$ cat src/rtl/dsp_pkg.sv
// Shared DSP datapath package.
// Holds the fixed-point format constants used across the conv/pool chain and
// a signed max helper. The helper works on 64-bit signed operands so that
// modules with any data width up to 64 bits can share it by sign-extending
// their operands and truncating the result.
package dsp_pkg;

  localparam int DATSIZE = 22;  // default datapath word width
  localparam int PARSIZE = 16;  // coefficient / parameter word width
  localparam int FPSHIFT = 14;  // fraction bits of the fixed-point format

  // Signed maximum. On a tie either operand is returned; both have the same bits.
  function automatic logic signed [63:0] smax(input logic signed [63:0] a,
                                              input logic signed [63:0] b);
    return (a > b) ? a : b;
  endfunction

endpackage

$ cat src/rtl/maxpool_relu_stream_line_buf.sv
// pool_line_buf: one entry per pooling-window column slot, holding the running
// vertical max of the window rows already completed.
// Ports:
//   clk      in   clock, rising edge
//   wr_en    in   write strobe (synchronous)
//   addr     in   slot index, shared by read and write
//   wr_data  in   packed lanes to store
//   rd_data  out  packed lanes at addr (combinational read)
// No reset: every slot is written on the first window row of a window band
// before it is ever read.
module pool_line_buf #(
  parameter int DEPTH = 14,
  parameter int WIDTH = 22,
  parameter int AW    = 4
) (
  input  logic             clk,
  input  logic             wr_en,
  input  logic [AW-1:0]    addr,
  input  logic [WIDTH-1:0] wr_data,
  output logic [WIDTH-1:0] rd_data
);

  logic [WIDTH-1:0] mem [DEPTH];

  assign rd_data = mem[addr];

  always_ff @(posedge clk) begin
    if (wr_en) begin
      mem[addr] <= wr_data;
    end
  end

endmodule

$ cat src/rtl/maxpool_relu_stream.sv
// maxpool_relu_stream: streaming KxK max-pool (stride K) with optional ReLU on
// signed fixed-point data, LANES channels per beat, pixels in raster order.
// Ports:
//   clk, rst_n           clock (rising edge), asynchronous active-low reset
//   relu_en              1: clamp negative pooled values to 0; hold within a frame
//   in_valid/in_ready    input handshake; in_data lane i at [i*DW +: DW]
//   out_valid/out_ready  output handshake; out_data uses the same packing
//   out_last             marks the final pooled beat of a frame
// The horizontal max of the current window row is kept in h_acc; completed
// window rows are folded into the line buffer per column slot; the last window
// row produces the pooled beat into a one-entry output register.
module maxpool_relu_stream
  import dsp_pkg::*;
#(
  parameter int DW    = DATSIZE,
  parameter int LANES = 1,
  parameter int K     = 2,
  parameter int IMG_W = 28,
  parameter int IMG_H = 28
) (
  input  logic                clk,
  input  logic                rst_n,
  input  logic                relu_en,
  input  logic                in_valid,
  output logic                in_ready,
  input  logic [LANES*DW-1:0] in_data,
  output logic                out_valid,
  input  logic                out_ready,
  output logic [LANES*DW-1:0] out_data,
  output logic                out_last
);

  localparam int SLOTS = IMG_W / K;
  localparam int CW    = (IMG_W > 1) ? $clog2(IMG_W) : 1;
  localparam int RW    = (IMG_H > 1) ? $clog2(IMG_H) : 1;
  localparam int SW    = (SLOTS > 1) ? $clog2(SLOTS) : 1;
  localparam int KW    = $clog2(K);
  localparam int LW    = LANES * DW;

  localparam logic [CW-1:0] COL_LAST = CW'(IMG_W - 1);
  localparam logic [RW-1:0] ROW_LAST = RW'(IMG_H - 1);
  localparam logic [KW-1:0] K_LAST   = KW'(K - 1);

  if ((IMG_W % K) != 0 || (IMG_H % K) != 0) begin : g_bad_geometry
    $error("maxpool_relu_stream: IMG_W and IMG_H must be multiples of K");
  end
  if (K < 2 || K > 4) begin : g_bad_window
    $error("maxpool_relu_stream: K must be in 2..4");
  end

  function automatic logic signed [DW-1:0] max_dw(input logic signed [DW-1:0] a,
                                                  input logic signed [DW-1:0] b);
    logic signed [63:0] m;
    m = smax(64'(a), 64'(b));
    return m[DW-1:0];
  endfunction

  // Sign-bit test only: zero and positives pass through unchanged.
  function automatic logic signed [DW-1:0] relu(input logic signed [DW-1:0] v,
                                                input logic en);
    return (en && v[DW-1]) ? '0 : v;
  endfunction

  logic [CW-1:0] col_q, col_d;
  logic [RW-1:0] row_q, row_d;
  logic [KW-1:0] kx_q, kx_d;
  logic [KW-1:0] ky_q, ky_d;
  logic [SW-1:0] slot_q, slot_d;
  logic [LW-1:0] h_acc_q, h_acc_d;
  logic          out_valid_q, out_valid_d;
  logic [LW-1:0] out_data_q, out_data_d;
  logic          out_last_q, out_last_d;

  logic          accept;
  logic          win_end;
  logic          win_close;
  logic          buf_we;
  logic [LW-1:0] buf_rd;
  logic [LW-1:0] buf_wr;
  logic [LW-1:0] h_vec;
  logic [LW-1:0] pool_vec;

  assign in_ready  = !out_valid_q || out_ready;
  assign accept    = in_valid && in_ready;
  assign win_end   = (kx_q == K_LAST);
  assign win_close = win_end && (ky_q == K_LAST);

  pool_line_buf #(
    .DEPTH (SLOTS),
    .WIDTH (LW),
    .AW    (SW)
  ) u_line_buf (
    .clk     (clk),
    .wr_en   (buf_we),
    .addr    (slot_q),
    .wr_data (buf_wr),
    .rd_data (buf_rd)
  );

  // Per-lane compare / ReLU datapath
  always_comb begin
    logic signed [DW-1:0] x;
    logic signed [DW-1:0] h;
    logic signed [DW-1:0] v;
    h_vec    = '0;
    pool_vec = '0;
    buf_wr   = '0;
    for (int i = 0; i < LANES; i++) begin
      x = in_data[i*DW +: DW];
      h = (kx_q == '0) ? x : max_dw(h_acc_q[i*DW +: DW], x);
      v = max_dw(buf_rd[i*DW +: DW], h);
      h_vec[i*DW +: DW]    = h;
      buf_wr[i*DW +: DW]   = (ky_q == '0) ? h : v;
      pool_vec[i*DW +: DW] = relu(v, relu_en);
    end
  end

  // Counters, accumulators and output register next-state
  always_comb begin
    col_d       = col_q;
    row_d       = row_q;
    kx_d        = kx_q;
    ky_d        = ky_q;
    slot_d      = slot_q;
    h_acc_d     = h_acc_q;
    out_valid_d = out_valid_q;
    out_data_d  = out_data_q;
    out_last_d  = out_last_q;
    buf_we      = 1'b0;

    if (out_valid_q && out_ready) begin
      out_valid_d = 1'b0;
    end

    if (accept) begin
      h_acc_d = h_vec;
      buf_we  = win_end && (ky_q != K_LAST);

      if (win_close) begin
        out_data_d  = pool_vec;
        out_valid_d = 1'b1;
        out_last_d  = (col_q == COL_LAST) && (row_q == ROW_LAST);
      end

      kx_d = win_end ? '0 : kx_q + KW'(1);
      if (win_end) begin
        slot_d = slot_q + SW'(1);
      end

      // IMG_W is a multiple of K, so kx wraps on its own at end of line.
      if (col_q == COL_LAST) begin
        col_d  = '0;
        slot_d = '0;
        ky_d   = (ky_q == K_LAST) ? '0 : ky_q + KW'(1);
        if (row_q == ROW_LAST) begin
          row_d = '0;
          ky_d  = '0;
        end else begin
          row_d = row_q + RW'(1);
        end
      end else begin
        col_d = col_q + CW'(1);
      end
    end
  end

  always_ff @(posedge clk or negedge rst_n) begin
    if (!rst_n) begin
      col_q       <= '0;
      row_q       <= '0;
      kx_q        <= '0;
      ky_q        <= '0;
      slot_q      <= '0;
      h_acc_q     <= '0;
      out_valid_q <= 1'b0;
      out_data_q  <= '0;
      out_last_q  <= 1'b0;
    end else begin
      col_q       <= col_d;
      row_q       <= row_d;
      kx_q        <= kx_d;
      ky_q        <= ky_d;
      slot_q      <= slot_d;
      h_acc_q     <= h_acc_d;
      out_valid_q <= out_valid_d;
      out_data_q  <= out_data_d;
      out_last_q  <= out_last_d;
    end
  end

  assign out_valid = out_valid_q;
  assign out_data  = out_data_q;
  assign out_last  = out_last_q;

endmodule

$ cat config.mk
export PLATFORM = sky130hd
export DESIGN_NAME = maxpool_relu_stream
export DESIGN_NICKNAME = d
export VERILOG_FILES = /design/src/rtl/dsp_pkg.sv /design/src/rtl/maxpool_relu_stream_line_buf.sv /design/src/rtl/maxpool_relu_stream.sv
export SDC_FILE = /design/constraint.sdc
export NUM_CORES = 1
export LEC_CHECK = 0
export ABC_AREA = 1
export CORE_ASPECT_RATIO = 0.7
export CORE_MARGIN = 4
export CORE_UTILIZATION = 56
export DETAILED_ROUTE_END_ITERATION = 16
export PLACE_DENSITY = 0.78
export SETUP_SLACK_MARGIN = 0.02
export SLEW_MARGIN = 20
export SYNTH_ARGS = -nofsm -noshare
export SYNTH_HDL_FRONTEND = slang
export SYNTH_HIERARCHICAL = 1
export SYNTH_SLANG_ARGS = --single-unit
$ cat constraint.sdc
create_clock -name clk -period 7.08 [get_ports clk]
set_input_delay 1.062 -clock clk [delete_from_list [all_inputs] [get_ports clk]]
set_output_delay 1.062 -clock clk [all_outputs]
set_load 0.02 [all_outputs]
### After elaboration in Yosys (flattened, before gate mapping)

Memories as Yosys holds them, arrays and structs flattened.
Cells that the tools add are included.

* memory bits (writable): 308
* memories kept: 1
* input bits: 27
* flip-flop bits (word level): 62
* logic and storage cells: 50

Memories
* u_line_buf.mem: depth 14, width 22, rd ports 1, clocked after Yosys merged registers in 0, wr ports 1, line maxpool_relu_stream_line_buf.sv:23 `logic [WIDTH-1:0] mem [DEPTH];`

* add/sub/neg operators: 5
* $lt $le $gt $ge: 2
* bitwise operators: 1
* multiplexer cells: 18
* reductions and logical operators: 12
* equality and inequality tests: 2

Operators with widths (number)
* $mux 22: 5
* $gt 22x22->1: 2
* $add 5x1->5 const B: 2
* $eq 5x5->1 const B: 2
* $mux 5: 2
* $mux 1: 9
* $mux 4: 2
* $logic_and 1x1->1: 6
* $reduce_and 2->1: 3
* $add 4x1->4 const B: 1
* $add 1x1->1 const B: 2
* $reduce_bool 2->1: 1
* $logic_not 1->1: 1
* $logic_or 1x1->1: 1
* $not 1->1: 1

### Logic depth before layout (Yosys ltp)

* depth after elaboration: 7
* depth in mapped cells: 32
* depth with buffers taken out: 30

### Modules after synthesis

Netlist, hierarchy kept.

Modules (own cells, without submodules)
* pool_line_buf: times used 1, cells each 1185, area each 12662.1 µm², seq. area each 9248.9 µm²
* maxpool_relu_stream: times used 1, cells each 720, area each 4843.4 µm², seq. area each 1551.5 µm²

### Worst setup path before layout

Ideal clock, no wire load.

* kind: input port to flip-flop
* from: in in_data[21]
* to: mem u_line_buf.mem[0][14], data pin
* library setup time: 315 ps
* arrival: 4390 ps
* cell stages on the path: 23
* path slack: 2376 ps
* cells stage by stage: inv_1 > ha_1 > nand2_1 > nor2_2 > nand2_2 > nor2_4 > a41oi_2 > clkbuf_1 > nand3_1 > nand2_1 > inv_1 > ha_1 > nand2_1 > nor2_2 > nand3_1 > nor2_2 > nand2_1 > nand4_1 > nand3_2 > buf_2 > nand3_1 > nand2_1 > o21ai_0

* longest elaborated chain between the ends: 6

Ends and longest elaborated chain
* start, declared: line maxpool_relu_stream.sv:26 `input logic [LANES*DW-1:0] in_data,`
* $gt 22x22->1: line dsp_pkg.sv:15 `return (a > b) ? a : b;`
* $mux 22: line dsp_pkg.sv:15
* $mux 22 (*): line maxpool_relu_stream.sv:110 `h = (kx_q == '0) ? x : max_dw(h_acc_q[i*DW +: DW], x);`
* $gt 22x22->1: line dsp_pkg.sv:15
* $mux 22: line dsp_pkg.sv:15
* $mux 22 (*): line maxpool_relu_stream.sv:113 `buf_wr[i*DW +: DW] = (ky_q == '0) ? h : v;`
* named net buf_wr[14]: line maxpool_relu_stream.sv:79 `logic [LW-1:0] buf_wr;`
* end, declared: line maxpool_relu_stream_line_buf.sv:23

The timed path passes the listed nets; every way through them passes the cells marked *.

### Final worst setup path

* from: in in_data[9]
* to: mem u_line_buf.mem[0][1], data pin

Same word-level chain as after synthesis.

==> flow_metrics.py <==
metrics = {
    "status": {
        "outcome": "finished, final reports clean",
    },
    "sta": {
        "setup_tns_ns": 0,
        "skew_ns": 0.01883,
        "tightest_slew_ns": 1.066,
        "fin_crit_sh_pct": 82.75,
        "fmax_ghz": 0.1707,
        "slew_headroom_pct": 28.97,
        "setup_viol": 0,
        "slew_violations": 0,
        "rsz0062_at_grt": "false",
        "period_needed_ns": 5.859,
        "hold_violations": 0,
    },
    "die": {
        "core_um2": 30440,
        "die_area_um2": 34200,
        "die_x_um": 219.3,
        "start_util_pct": 57.51,
        "die_h_um": 155.9,
        "row_count": 53,
        "io_pins": 52,
    },
    "hold_path": {
        "min_from": "out_data[3]",
        "hold_path_class": "reg2reg",
        "hold_depth": 2,
        "min_to": "out_data[3]",
    },
    "logic_synthesis": {
        "ys_dominant_reg_cell": "edfxtp_1",
        "synth_edf_count": 308,
        "synthesis.area_um2": 17510,
        "yosysTopAreaCell": "edfxtp_1",
        "ys_types": 36,
        "synth_top_area_share_pct": 52.83,
        "synth_nets": 1979,
        "postSynthAreaPerCell_um2": 9.189,
        "synthArstFlopShare_pct": 16.76,
        "syn_inst": 1905,
        "ys_warn_count": 6,
        "ys_seq_elements": 370,
        "yosysSeqAreaShare_pct": 61.70,
        "synth_area_leaders": "edfxtp_1, nand2_1, dfrtp_1",
    },
    "worst_setup_path": {
        "r2r-end": "u_line_buf/mem[0][1]",
        "r2r-start": "h_acc_q[9]",
        "cpMostUsedCell": "nand2_1",
        "r2r_setup_slack_ns": 1.90,
        "crit_buf_inv": 4,
        "crit_path_max_incr_delay_ns": 0.71,
        "crit_path_max_fanout": 23,
        "cp_top_family": "simple AND/OR/NAND/NOR gates",
        "critPathArrivalTime_ns": 6.06,
        "reg2regPathDepth": 24,
        "cp_slowest_cell": "o21ai_1",
        "cp_data_required_time_ns": 7.28,
        "critPathKind": "in2reg",
        "endpoint_kind": "flip-flop",
        "start_kind": "primary input",
    },
    "clocking": {
        "clkLatencyLatePin_ns": 0.54,
        "cts-root-buf": "clkbuf_16",
        "cts_hold_buf": 0,
        "cts_made_buffers": 35,
        "post-cts-setup-buffers": 0,
        "htreeDepth": 2,
        "clock_sinks": 370,
        "cts.clk_slew.worst_paths_ns": 0.07,
        "post_cts_resized": 0,
        "clock_path_buffers": 3,
        "cts_tree": "built",
    },
    "global_routing": {
        "grt_pass1_wl_mm": 68.12,
        "grt.total_usage_pct": 25.61,
        "grt-ovfl-total": 0,
        "antenna_found_initial": 0,
        "grt_max_degree": 160,
        "first_global_vias": 12699,
    },
    "placed_design": {
        "dp_hpwl_mm": 26.07,
        "gp_congestion": 0.9114,
        "numPortBuffers": 51,
    },
    "detailed_routing": {
        "drc_errors": 0,
        "wl_per_cell_um": 18.25,
        "ant_nets": 0,
        "drtIter0Drc": 1528,
        "drt_first_pass_iters": 5,
        "vias_per_cell": 5.504,
        "routed-via-count": 13143,
        "wirelength_mm": 43.58,
    },
    "finish": {
        "fin_nets": 2025,
        "nFillCells": 2291,
        "drive_above_1_share_pct": 6.832,
        "area_growth_pct": 12.69,
        "n_antenna_cell": 0,
    },
    "job": {
        "cap_violations": 0,
    },
}
-- worst max-delay path by stage --
stage | start | to | slack, ns | depth (start not counted)
2_1_floorplan | in_data[21] | u_line_buf/mem[0][14] | 2.38 | 23
3_3_place_gp | in_data[9] | u_line_buf/mem[4][18] | 0.87 | 26
3_5_place_dp | in_data[9] | u_line_buf/mem[5][18] | 0.79 | 25
4_1_cts | in_data[9] | u_line_buf/mem[9][18] | 1.30 | 25
5_1_grt | in_data[9] | u_line_buf/mem[11][10] | 0.94 | 25
6_report | in_data[9] | u_line_buf/mem[0][1] | 1.22 | 26
-- layout make-up --
type | instances | area, µm² | area share (%)
inverter | 132 | 498.0 | 2.524
multi-input combinational | 1319 | 5834 | 29.57
tap | 412 | 515.5 | 2.613
clock buffer | 41 | 940.9 | 4.769
sequential | 370 | 10810 | 54.77
clock inverter | 21 | 287.8 | 1.459
timing repair buffer | 93 | 845.8 | 4.287
-- layer usage --
layer,vias to the layer above,track usage [%],part of all wire (%)
met5,-,0,0
met4,0,6.286,1.6
met3,71,4.555,9.6
met2,645,40.69,46
met1,6178,37.27,43
li1,6249,-,-
-- through the flow --
stage | hold slack, ns | std cells | instance area [µm²] | utilization, % | worst slack, ns
2_1_floorplan | 0.4678 | 1905 | 17510 | - | 2.376
3_3_place_gp | 0.4613 | 2326 | 18500 | 60.78 | 0.8716
3_5_place_dp | 0.4645 | 2326 | 18500 | 60.78 | 0.7910
4_1_cts | 0.4832 | 2388 | 19730 | 64.81 | 1.302
5_1_grt | 0.5054 | 2388 | 19730 | 64.81 | 0.9390
6_report | 0.4807 | 2388 | 19730 | 64.81 | 1.221
-- cell families (layout without fill, tap and decap cells) --
family	after synthesis	in the layout	synth area share, %
flops	370	370	61.70
xor+xnor	2	2	0.1430
compound gates	107	107	3.231
simple gates	1163	1163	26.28
buf+inv	216	287	5.289
fa+ha+maj	47	47	3.359
-- synth_stat cells, types with 2 or more instances --
cell	number
nand2_1	928
edfxtp_1	308
inv_1	127
nor2_1	104
nand3_1	79
dfrtp_1	62
ha_1	47
a21oi_1	41
buf_2	41
o21ai_1	30
o21ai_0	28
clkbuf_1	27
nor3_1	27
buf_4	7
buf_6	5
nand4_1	5
buf_1	4
inv_2	4
nor2_2	4
nand2_2	3
nor4_1	3
o21a_1	3
a21o_1	2
nand2_4	2
nand3_2	2
nand3b_1	2
-- worst register-to-register path: cells and delay by family, from the launching register on --
family	cells	cell delay, ns
compound gates	1	0.71
xor+xnor	1	0.17
fa+ha+maj	2	0.59
buf+inv	2	0.34
flops	1	0.41
simple gates	18	2.65
-- state kept, by name, indices dropped and copies added, names as in the netlist, 4 cells and up --
name,count
u_line_buf/mem,308
slot_q,4
col_q,5
h_acc_q,22
out_data,22
row_q,5
-- cell usage in the layout, fill, tap and decap left out, types with 32 or more instances in the layout --
master / Yosys / routed
a21oi_1: 41 / 41
buf_4: 7 / 40
clkbuf_16: 0 / 37
clkdlybuf4s50_1: 0 / 50
dfrtp_1: 62 / 60
edfxtp_1: 308 / 308
ha_1: 47 / 47
inv_1: 127 / 127
nand2_1: 928 / 928
nand3_1: 79 / 79
nor2_1: 104 / 88
o21ai_1: 30 / 32
Power is not shown: default switching activity piles up to over one toggle a cycle in this logic, so the estimate is an artifact.
